===== src/rtl/mesi_isc_broad_pkg.sv =====
// Shared types for the broadcast path: queue entry layout and breq type codes.
// Field widths here must match the queue's BROAD_TYPE_WIDTH / BROAD_ID_WIDTH defaults.
package mesi_isc_broad_pkg;

  localparam int BREQ_TYPE_W = 2;
  localparam int BREQ_CPU_W  = 2;
  localparam int BREQ_ID_W   = 5;

  localparam logic [BREQ_TYPE_W-1:0] BREQ_TYPE_NOP = 2'd0;
  localparam logic [BREQ_TYPE_W-1:0] BREQ_TYPE_WR  = 2'd1;
  localparam logic [BREQ_TYPE_W-1:0] BREQ_TYPE_RD  = 2'd2;

  typedef struct packed {
    logic [BREQ_TYPE_W-1:0] btype;
    logic [BREQ_CPU_W-1:0]  cpu_id;
    logic [BREQ_ID_W-1:0]   id;
  } broad_entry_t;

endpackage


===== src/rtl/mesi_isc_wrap_ptr.sv =====
// Wrapping pointer register with increment enable; wraps naturally at 2**WIDTH-1 -> 0.
module mesi_isc_wrap_ptr #(
  parameter int WIDTH = 2
) (
  input  logic             clk,
  input  logic             rst,
  input  logic             inc_i,
  output logic [WIDTH-1:0] ptr_o
);

  logic [WIDTH-1:0] ptr_q;
  logic [WIDTH-1:0] ptr_d;

  always_comb begin
    ptr_d = ptr_q;
    if (inc_i) ptr_d = ptr_q + WIDTH'(1);
  end

  always_ff @(posedge clk) begin
    if (!rst) ptr_q <= '0;
    else      ptr_q <= ptr_d;
  end

  assign ptr_o = ptr_q;

endmodule


===== src/rtl/mesi_isc_broad_req_queue.sv =====
// Broadcast request FIFO with show-ahead head, occupancy status and sticky error flags.
// Optional high-water mark output hwm_o when MESI_ISC_BROAD_QUEUE_HWM_EN is defined.
module mesi_isc_broad_req_queue
  import mesi_isc_broad_pkg::*;
#(
  parameter int DEPTH            = 4,
  parameter int BROAD_TYPE_WIDTH = 2,
  parameter int BROAD_ID_WIDTH   = 5
) (
  input  logic                          clk,
  input  logic                          rst,
  input  logic                          wr_i,
  input  logic [BROAD_TYPE_WIDTH-1:0]   wr_type_i,
  input  logic [1:0]                    wr_cpu_id_i,
  input  logic [BROAD_ID_WIDTH-1:0]     wr_id_i,
  input  logic                          rd_i,
  output logic [BROAD_TYPE_WIDTH-1:0]   broad_snoop_type_o,
  output logic [1:0]                    broad_snoop_cpu_id_o,
  output logic [BROAD_ID_WIDTH-1:0]     broad_snoop_id_o,
  output logic                          fifo_status_empty_o,
  output logic                          fifo_status_full_o,
  output logic [$clog2(DEPTH+1)-1:0]    count_o,
  output logic                          overflow_err_o,
  output logic                          underflow_err_o
`ifdef MESI_ISC_BROAD_QUEUE_HWM_EN
  ,
  output logic [$clog2(DEPTH+1)-1:0]    hwm_o
`endif
);

  localparam int PW = $clog2(DEPTH);
  localparam int CW = $clog2(DEPTH+1);

  broad_entry_t   mem_q [DEPTH];
  broad_entry_t   wr_entry;
  broad_entry_t   head;
  logic [PW-1:0]  wr_ptr;
  logic [PW-1:0]  rd_ptr;
  logic [CW-1:0]  count_q;
  logic [CW-1:0]  count_d;
  logic           overflow_q;
  logic           underflow_q;
  logic           empty;
  logic           full;
  logic           push_acc;
  logic           pop_acc;

  assign empty    = (count_q == '0);
  assign full     = (count_q == CW'(DEPTH));
  // A full queue still accepts a push when the same cycle frees a slot.
  assign push_acc = wr_i && (!full || rd_i);
  assign pop_acc  = rd_i && !empty;

  mesi_isc_wrap_ptr #(.WIDTH(PW)) u_wr_ptr (
    .clk   (clk),
    .rst   (rst),
    .inc_i (push_acc),
    .ptr_o (wr_ptr)
  );

  mesi_isc_wrap_ptr #(.WIDTH(PW)) u_rd_ptr (
    .clk   (clk),
    .rst   (rst),
    .inc_i (pop_acc),
    .ptr_o (rd_ptr)
  );

  assign wr_entry.btype  = wr_type_i;
  assign wr_entry.cpu_id = wr_cpu_id_i;
  assign wr_entry.id     = wr_id_i;

  always_ff @(posedge clk) begin
    if (rst && push_acc) mem_q[wr_ptr] <= wr_entry;
  end

  always_comb begin
    count_d = count_q;
    unique case ({push_acc, pop_acc})
      2'b10:   count_d = count_q + CW'(1);
      2'b01:   count_d = count_q - CW'(1);
      default: count_d = count_q;
    endcase
  end

  always_ff @(posedge clk) begin
    if (!rst) begin
      count_q     <= '0;
      overflow_q  <= 1'b0;
      underflow_q <= 1'b0;
    end else begin
      count_q <= count_d;
      if (wr_i && full && !rd_i) overflow_q  <= 1'b1;
      if (rd_i && empty)         underflow_q <= 1'b1;
    end
  end

`ifdef MESI_ISC_BROAD_QUEUE_HWM_EN
  logic [CW-1:0] hwm_q;

  always_ff @(posedge clk) begin
    if (!rst)                 hwm_q <= '0;
    else if (count_q > hwm_q) hwm_q <= count_q;
  end

  assign hwm_o = hwm_q;
`endif

  // Stale storage must never leak out while the queue is empty.
  assign head = empty ? '0 : mem_q[rd_ptr];

  assign broad_snoop_type_o   = head.btype;
  assign broad_snoop_cpu_id_o = head.cpu_id;
  assign broad_snoop_id_o     = head.id;
  assign fifo_status_empty_o  = empty;
  assign fifo_status_full_o   = full;
  assign count_o              = count_q;
  assign overflow_err_o       = overflow_q;
  assign underflow_err_o      = underflow_q;

endmodule


===== config.mk =====
export PLATFORM = sky130hd
export DESIGN_NAME = mesi_isc_broad_req_queue
export DESIGN_NICKNAME = d
export VERILOG_FILES = /design/src/rtl/mesi_isc_broad_pkg.sv /design/src/rtl/mesi_isc_wrap_ptr.sv /design/src/rtl/mesi_isc_broad_req_queue.sv
export SDC_FILE = /design/constraint.sdc
export NUM_CORES = 1
export LEC_CHECK = 0
export BUFFER_PORTS_ARGS = -buffer_cell sky130_fd_sc_hd__buf_2
export CAP_MARGIN = 40
export CORE_MARGIN = 2
export CORE_UTILIZATION = 59
export CTS_CLUSTER_SIZE = 28
export DETAILED_ROUTE_END_ITERATION = 7
export PLACE_DENSITY = 0.82
export RECOVER_POWER = 25
export SKIP_LAST_GASP = 1
export SLEW_MARGIN = 20
export SYNTH_ARGS = -nofsm -noshare
export SYNTH_HDL_FRONTEND = slang
export SYNTH_HIERARCHICAL = 1
export SYNTH_SLANG_ARGS = --single-unit

===== constraint.sdc =====
create_clock -name clk -period 4.1 [get_ports clk]
set_input_delay 0.82 -clock clk [delete_from_list [all_inputs] [get_ports clk]]
set_output_delay 0.82 -clock clk [all_outputs]
set_load 0.1 [all_outputs]

* Word-level counts from Yosys, hierarchy flattened
Memory sizes are Yosys's and may differ from the RTL's. A register that Yosys moved wholly into a read port is not among the register bits.
Index checks and enable logic that the tools add are counted.
** Storage, ports and cells
- Register bits after elaboration :: 9
- Bits in writable memories :: 36
- Input bits :: 13
- Output and inout port bits :: 16
- Logic and storage cells :: 31
- Memories kept :: 1
** Memory list
- mem_q :: words 4, width 9, rd ports 1, clocked after Yosys merged registers in 1, write ports 1, line mesi_isc_broad_req_queue.sv:34 : broad_entry_t mem_q [DEPTH];
** Cells by class
- Add/subtract/negate cells :: 4
- Eq/ne operators :: 3
- Multiplexer cells :: 6
- Reduce and logical (&&, ||, !) cells :: 12
** Operators by type and width (count)
- $mux W9 :: 1
- $logic_and A1 B1 Y1 :: 6
- $pmux W3 S2 :: 1
- $add A2 B1 Y2 const B :: 2
- $mux W2 :: 2
- $add A3 B1 Y3 const B :: 1
- $eq A3 B3 Y1 const B :: 1
- $logic_not A1 Y1 :: 3
- $logic_not A3 Y1 :: 1
- $sub A3 B1 Y3 const B :: 1
- $eq A2 B1 Y1 const B :: 1
- $eq A2 B2 Y1 const B :: 1
- $mux W1 :: 2
- $reduce_bool A2 Y1 :: 1
- $logic_or A1 B1 Y1 :: 1

* Depth between registers and ports, before layout
Gate-level depths: netlist of the first run.
- Word-level depth :: 7
- Mapped depth :: 9
- Mapped depth without buffers :: 8

* Hierarchy
The synthesis of the first run kept the hierarchy.
** Modules (own cells, without submodules)
- mesi_isc_broad_req_queue :: instances 1, cells each 95, area an instance 1706.6 um2, seq. area each 1181.1 um2
- mesi_isc_wrap_ptr :: instances 2, cells each 8, area an instance 78.8 um2, seq. area each 40.0 um2

* Worst setup path after synthesis of the first run
Ideal clock, no wire load.
- Path type :: reg2out
- From :: register count_q[2] (netlist: count_o[2])
- To :: output port fifo_status_full_o
- Arrival :: 3.378 ns
- Required time :: 3.280 ns
- Slack :: -0.098 ns
- Cell stages (with the launch flop) :: 3
- Path buffers :: 0
- Path through :: dfxtp_1 > inv_1 > nor3_1
** On the way
- Longest elaborated chain between the ends :: 1
** Ends and longest elaborated chain
- start: declaration :: line mesi_isc_broad_req_queue.sv:39 : logic [CW-1:0] count_q;
- start signal: assignment :: line mesi_isc_broad_req_queue.sv:91 : count_q <= count_d;
- $eq A3 B3 Y1 :: line mesi_isc_broad_req_queue.sv:49 : assign full = (count_q == CW'(DEPTH));
- end: declaration :: line mesi_isc_broad_req_queue.sv:21 : output logic fifo_status_full_o,
Every way passes these cells.

==> results of run 1 <==
[per-stage QoR]
stage               hold slack, ns  utilization (%)  area [um2]
finish                       0.481             70.5        2140
global route                 0.526             70.5        2140
CTS                          0.491             70.8        2140
detailed placement           0.460             68.8        2080
global placement             0.448             68.0        2060
floorplan                    0.445                -        1870
[registers in the layout, summed over array words and instances (netlist names)]
| signal | flops |
|---|---|
| u_wr_ptr/ptr_o | 2 |
| u_rd_ptr/ptr_o | 2 |
| mem_q | 36 |
| overflow_err_o | 1 |
| count_o | 3 |
| underflow_err_o | 1 |
[worst max-delay path: cells and delay by family (launching register included)]
| family | cells | cell delay (ns) |
|---|---|---|
| buf+inv | 1 | 0.29 |
| simple gates | 1 | 0.16 |
| mux | 1 | 0.59 |
| flops | 1 | 0.78 |
[cells in the final DEF, fill, tap and decap left out, drive strengths merged]
master,count
mux2i,2
nor4b,1
nand2,6
a21oi,1
a32o,1
or3,1
nor3,3
nor2b,10
ha,1
nand3b,1
nand3,1
buf,25
xor2,3
dfxtp,9
xnor2,1
nand2b,2
fa,1
edfxtp,36
clkbuf,12
o41ai,1
inv,8
and2,5
nor2,3
a21boi,1
o21ai,2
mux4,9
clkinvlp,1
[layer usage]
layer,up-vias,wire length (um),track usage (%)
met1,488,1240,25.1
met4,0,17,5.71
met3,2,134,5.63
met2,29,1490,29.0
met5,-,0,0
li1,480,-,-
[how the worst min path moves through the flow]
stage | start | endpoint | slack [ns] | cells past startpoint
final | overflow_err_o | overflow_err_o | 0.48 | 1
after global routing | overflow_err_o | overflow_err_o | 0.53 | 1
after CTS | overflow_err_o | overflow_err_o | 0.49 | 1
after detailed placement | overflow_err_o | overflow_err_o | 0.46 | 1
after global placement | overflow_err_o | overflow_err_o | 0.45 | 1
after floorplan | u_rd_ptr/ptr_o[1] | u_rd_ptr/ptr_o[1] | 0.45 | 2
[logic make-up (layout without fill, tap and decap cells)]
logic type / after synthesis / in the layout / share of synthesized area (%)
AOI/OAI and AO/OA: 6 / 6 / 3.22
adders and majority gates: 2 / 2 / 1.74
DFF: 45 / 45 / 67.7
and+or+nand+nor: 33 / 33 / 10.9
muxes: 11 / 11 / 11.9
buffers and inverters: 10 / 46 / 2.68
xor gates and xnor gates: 4 / 4 / 1.88
[synthesized netlist by cell type]
| master | instances |
|---|---|
| xor2_1 | 3 |
| a21boi_0 | 1 |
| nand2_1 | 6 |
| and2_1 | 5 |
| edfxtp_1 | 36 |
| clkbuf_2 | 1 |
| buf_4 | 1 |
| nor2_1 | 3 |
| o21ai_0 | 2 |
| mux2i_1 | 2 |
| nand3b_1 | 1 |
| or3_1 | 1 |
| xnor2_1 | 1 |
| nor2b_1 | 8 |
| nor2b_4 | 2 |
| buf_6 | 1 |
| nand3_1 | 1 |
| nor3_2 | 1 |
| nor3_1 | 2 |
| fa_1 | 1 |
| a21oi_1 | 1 |
| nor4b_1 | 1 |
| dfxtp_1 | 9 |
| o41ai_4 | 1 |
| nand2b_1 | 2 |
| clkbuf_1 | 1 |
| inv_1 | 6 |
| mux4_2 | 9 |
| a32o_1 | 1 |
| ha_1 | 1 |
[final cells by class]
class                   instances  area (um2)
flip-flops and latches         45        1260
multi-input cells              56         573
well taps                      44        55.1
clock inverters                 3        25.0
inverters                       6        22.5
clock buffers                   5        37.5
repair buffers                 32         161
fillers                       209         892
==> results.cfg, run 1 <==
[outcome]
status = complete, no violations

[die]
core_area_mm2 = 0.00303
pin_count = 29
die_width_um = 60.2
fp-row-count = 20
die-area_mm2 = 0.00363
initial_core_util_pct = 61.6
fp.dieH_um = 60.2

[place]
placed_cells = 183
gp_congestion = 0.687
dp_worst_setup_slack_ns = 1.31
port-buffer-count = 28

[grt]
grt_antenna_before_repair = 0
grt_pass1_vias = 957
grt_usage_pct = 18.5
grt_pass1_wl_um = 4550
grt_max_degree = 17
grt-ovfl-total = 0

[synth]
synth_top_area_share_pct = 58.0
syn_inst = 111
ys_seq_elements = 45
synth_top_area_cell = edfxtp_1
yosysWarningCount = 6
synth_cell_types = 30
synth_nets = 126
synth_area_leaders = edfxtp_1, mux4_2, dfxtp_1, nor2b_1, and2_1
avgSynthCellArea_um2 = 16.8
syn-cell-area_mm2 = 0.00186
ys_seq_area_share_pct = 67.7

[drt]
vias = 999
routedWlPerCell_um = 15.1
drtAntennaViolNets = 0
drc_errors = 0
wl_um = 2890
dr.pass1.iters = 4
vias_per_cell = 5.23
drtIter0Drc = 52

[final_layout]
diodes = 0
drive_gt1_share_pct = 32.7
syn_to_final_growth_pct = 14.6
final_cell_count_no_fill = 191
finalNetCount = 161

[worst_setup_path]
arrival_ns = 2.18
cpPeakStageDelay_ns = 0.78
cp-endpoint = broad_snoop_cpu_id_o[1]
regToRegEndpoint = count_o[2]
criticalPathCategory = reg2out
required_ns = 3.28
reg2reg_slack_ns = 1.61
worstPathMaxFanout = 11
r2r_cells = 8
cp-startpoint = u_rd_ptr/ptr_o[0]
crit_path_top_delay_cell = dfxtp_1
r2r_start = count_o[2]
end_kind = output pin
path_cells = mux4_2 -> nor2b_1 -> buf_2
cp-start-kind = flip-flop

[clock_network]
clk_transition_reported_paths_ns = 0.14
ctsHoldBuffers = 0
clk_latency_ns = 0.34
post_cts_buffers = 0
cts.sinks = 45
clockRootBuffer = clkbuf_4
clockBufferDepth = 2
post_cts_resize_count = 0
numCtsBuffers = 5
htreeDepth = 2
cts_tree = yes

[sta]
setup_viol = 0
setup_ws_ns = 1.10
rsz0062_at_grt = no
slew_viol_final = 0
relSlewSlack_pct = 50.6
period_share_pct = 73.1
tightest_slew_ns = 0.738
fin_crit_ns = 3.00
finalSetupTns_ns = 0
finalHoldViolations = 0
fmax_mhz = 334
skew_ns = 0.0100

[hold_path]
hp-class = reg2reg

[flow_run]
drv_cap = 0
Power of run 1 is left out: the tool's default activity adds up to more than one toggle a clock period on the data nets, which glitch-free logic cannot reach.
==> run 2, diff against run 1 <==
- CORE_UTILIZATION: 59 -> 55
- PLACE_DENSITY: 0.82 -> 0.78
- clock period: 4.1 -> 3.05 ns (I/O delays scaled with it)
==> run 2 against run 1 <==
Via count shrank 0.30%. Wire length grew 8.0%. Design area down 0.18%. Register-to-register slack got worse by 0.99 ns. Sequential share of layout area up 0.10 points. Critical endpoint is now broad_snoop_type_o[1].
==> results.cfg, run 2 (synthesis results as in run 1) <==
[worst_setup_path]
reg2reg_slack_ns = 0.62
arrival_ns = 2.07
cpLargestDelayFamily = buffers and inverters
crit_path_top_delay_cell = dfxtp_1
regToRegEndpoint = count_o[2]
worstPathMaxFanout = 6
cp-startpoint = u_rd_ptr/ptr_o[0]
end_kind = output pin
cpPeakStageDelay_ns = 0.53
cp-start-kind = flip-flop
required_ns = 2.44
criticalPathCategory = reg2out
cp.depth = 4
r2r_start = count_o[2]
path_cells = buf_4 -> mux4_2 -> nor2b_4 -> buf_2
cp_num_buf_inv = 2
r2r_cells = 8
cp-endpoint = broad_snoop_type_o[1]

[grt]
grt_usage_pct = 18.1
grt_max_degree = 17
grt_pass1_vias = 1053
grt-ovfl-total = 0
grt_pass1_wl_um = 5140
grt_antenna_before_repair = 0

[clock_network]
ctsHoldBuffers = 0
post_cts_resize_count = 0
clk_transition_reported_paths_ns = 0.12
htreeDepth = 2
numCtsBuffers = 5
post_cts_buffers = 0
clockBufferDepth = 2
clk_latency_ns = 0.35
clockRootBuffer = clkbuf_4
cts_tree = yes
cts.sinks = 45

[drt]
drc_errors = 0
routedWlPerCell_um = 16.0
wl_um = 3120
vias = 996
drtIter0Drc = 34
dr.pass1.iters = 4
vias_per_cell = 5.11
drtAntennaViolNets = 0

[final_layout]
finalNetCount = 163
syn_to_final_growth_pct = 14.4
final_cell_mix = edfxtp_1, buf_2, mux4_2, clkbuf_1, dfxtp_1
regMostFlops = mem_q
drive_gt1_share_pct = 32.2
final_common_cell = edfxtp_1
fin_util_pct = 64.9
largest_register_ffs = 36
diodes = 0

[place]
dp_hpwl_um = 2200
gp_congestion = 0.741
port-buffer-count = 28

[outcome]
status = complete, no violations

[die]
fp-row-count = 21
die_width_um = 62.2
initial_core_util_pct = 56.8
core_area_mm2 = 0.00328
die-area_mm2 = 0.00387
fp.dieH_um = 62.2
pin_count = 29

[sta]
skew_ns = 0.00916
fin_crit_ns = 2.68
relSlewSlack_pct = 59.3
period_share_pct = 87.7
finalHoldViolations = 0
tightest_slew_ns = 0.609
slew_viol_final = 0
fmax_mhz = 374
rsz0062_at_grt = no
setup_viol = 0
finalSetupTns_ns = 0

[flow_run]
drv_cap = 0

[hold_path]
hp-class = in2reg
run 2: cell types whose count changed in the layout (fill, tap and decap cells not counted):
cell        before  now
nor4b_2          0    1
nor4b_4          1    0
clkinvlp_4       1    0
buf_4            4    6
clkbuf_1         7    9
inv_6            2    0
clkinv_2         0    1
run 2: through the flow:
step	hold WS (ns)	setup WS, ns	area (um2)	cells
global route	0.466	0.224	2130	195
global placement	0.454	0.622	2090	187
CTS	0.463	0.325	2140	195
detailed placement	0.479	0.505	2090	187
floorplan	0.445	-0.503	1870	111
finish	0.475	0.374	2130	195
run 2: metal layers:
layer / share of wire, % / GRT usage [%] / vias to the layer above / wire, um
met5: 0 / 0 / - / 0
li1: - / - / 487 / -
met3: 4.0 / 6.16 / 2 / 125
met2: 54 / 31.9 / 19 / 1680
met1: 42 / 21.1 / 488 / 1300
met4: 0.48 / 5.56 / 0 / 15
run 2: cell type report:
| cell class | count | area [um2] |
|---|---|---|
| Clock inverter | 1 | 5.00 |
| Tap cell | 46 | 57.6 |
| Clock buffer | 7 | 45.0 |
| Multi-Input combinational cell | 56 | 564 |
| Timing Repair Buffer | 34 | 176 |
| Sequential cell | 45 | 1260 |
| Inverter | 6 | 22.5 |
| Fill cell | 245 | 1150 |
run 2: worst register-to-register path, cell delays in order, from the launching register on:
cell and delay [ns]:
dfxtp_1 0.41, inv_1 0.11, o41ai_4 0.53, ha_1 0.26
inv_1 0.06, fa_1 0.37, xor2_1 0.16, or3_1 0.31
a21boi_0 0.16
run 2: worst min-delay path by stage:
stage	from	to	cells past startpoint
after floorplan	u_rd_ptr/ptr_o[1]	u_rd_ptr/ptr_o[1]	2
after CTS	wr_id_i[2]	mem_q[3][2]	1
after global placement	overflow_err_o	overflow_err_o	1
final	wr_type_i[1]	mem_q[0][8]	1
after detailed placement	underflow_err_o	underflow_err_o	2
after global routing	wr_type_i[1]	mem_q[2][8]	1
Power of run 2 is left out for the same reason.
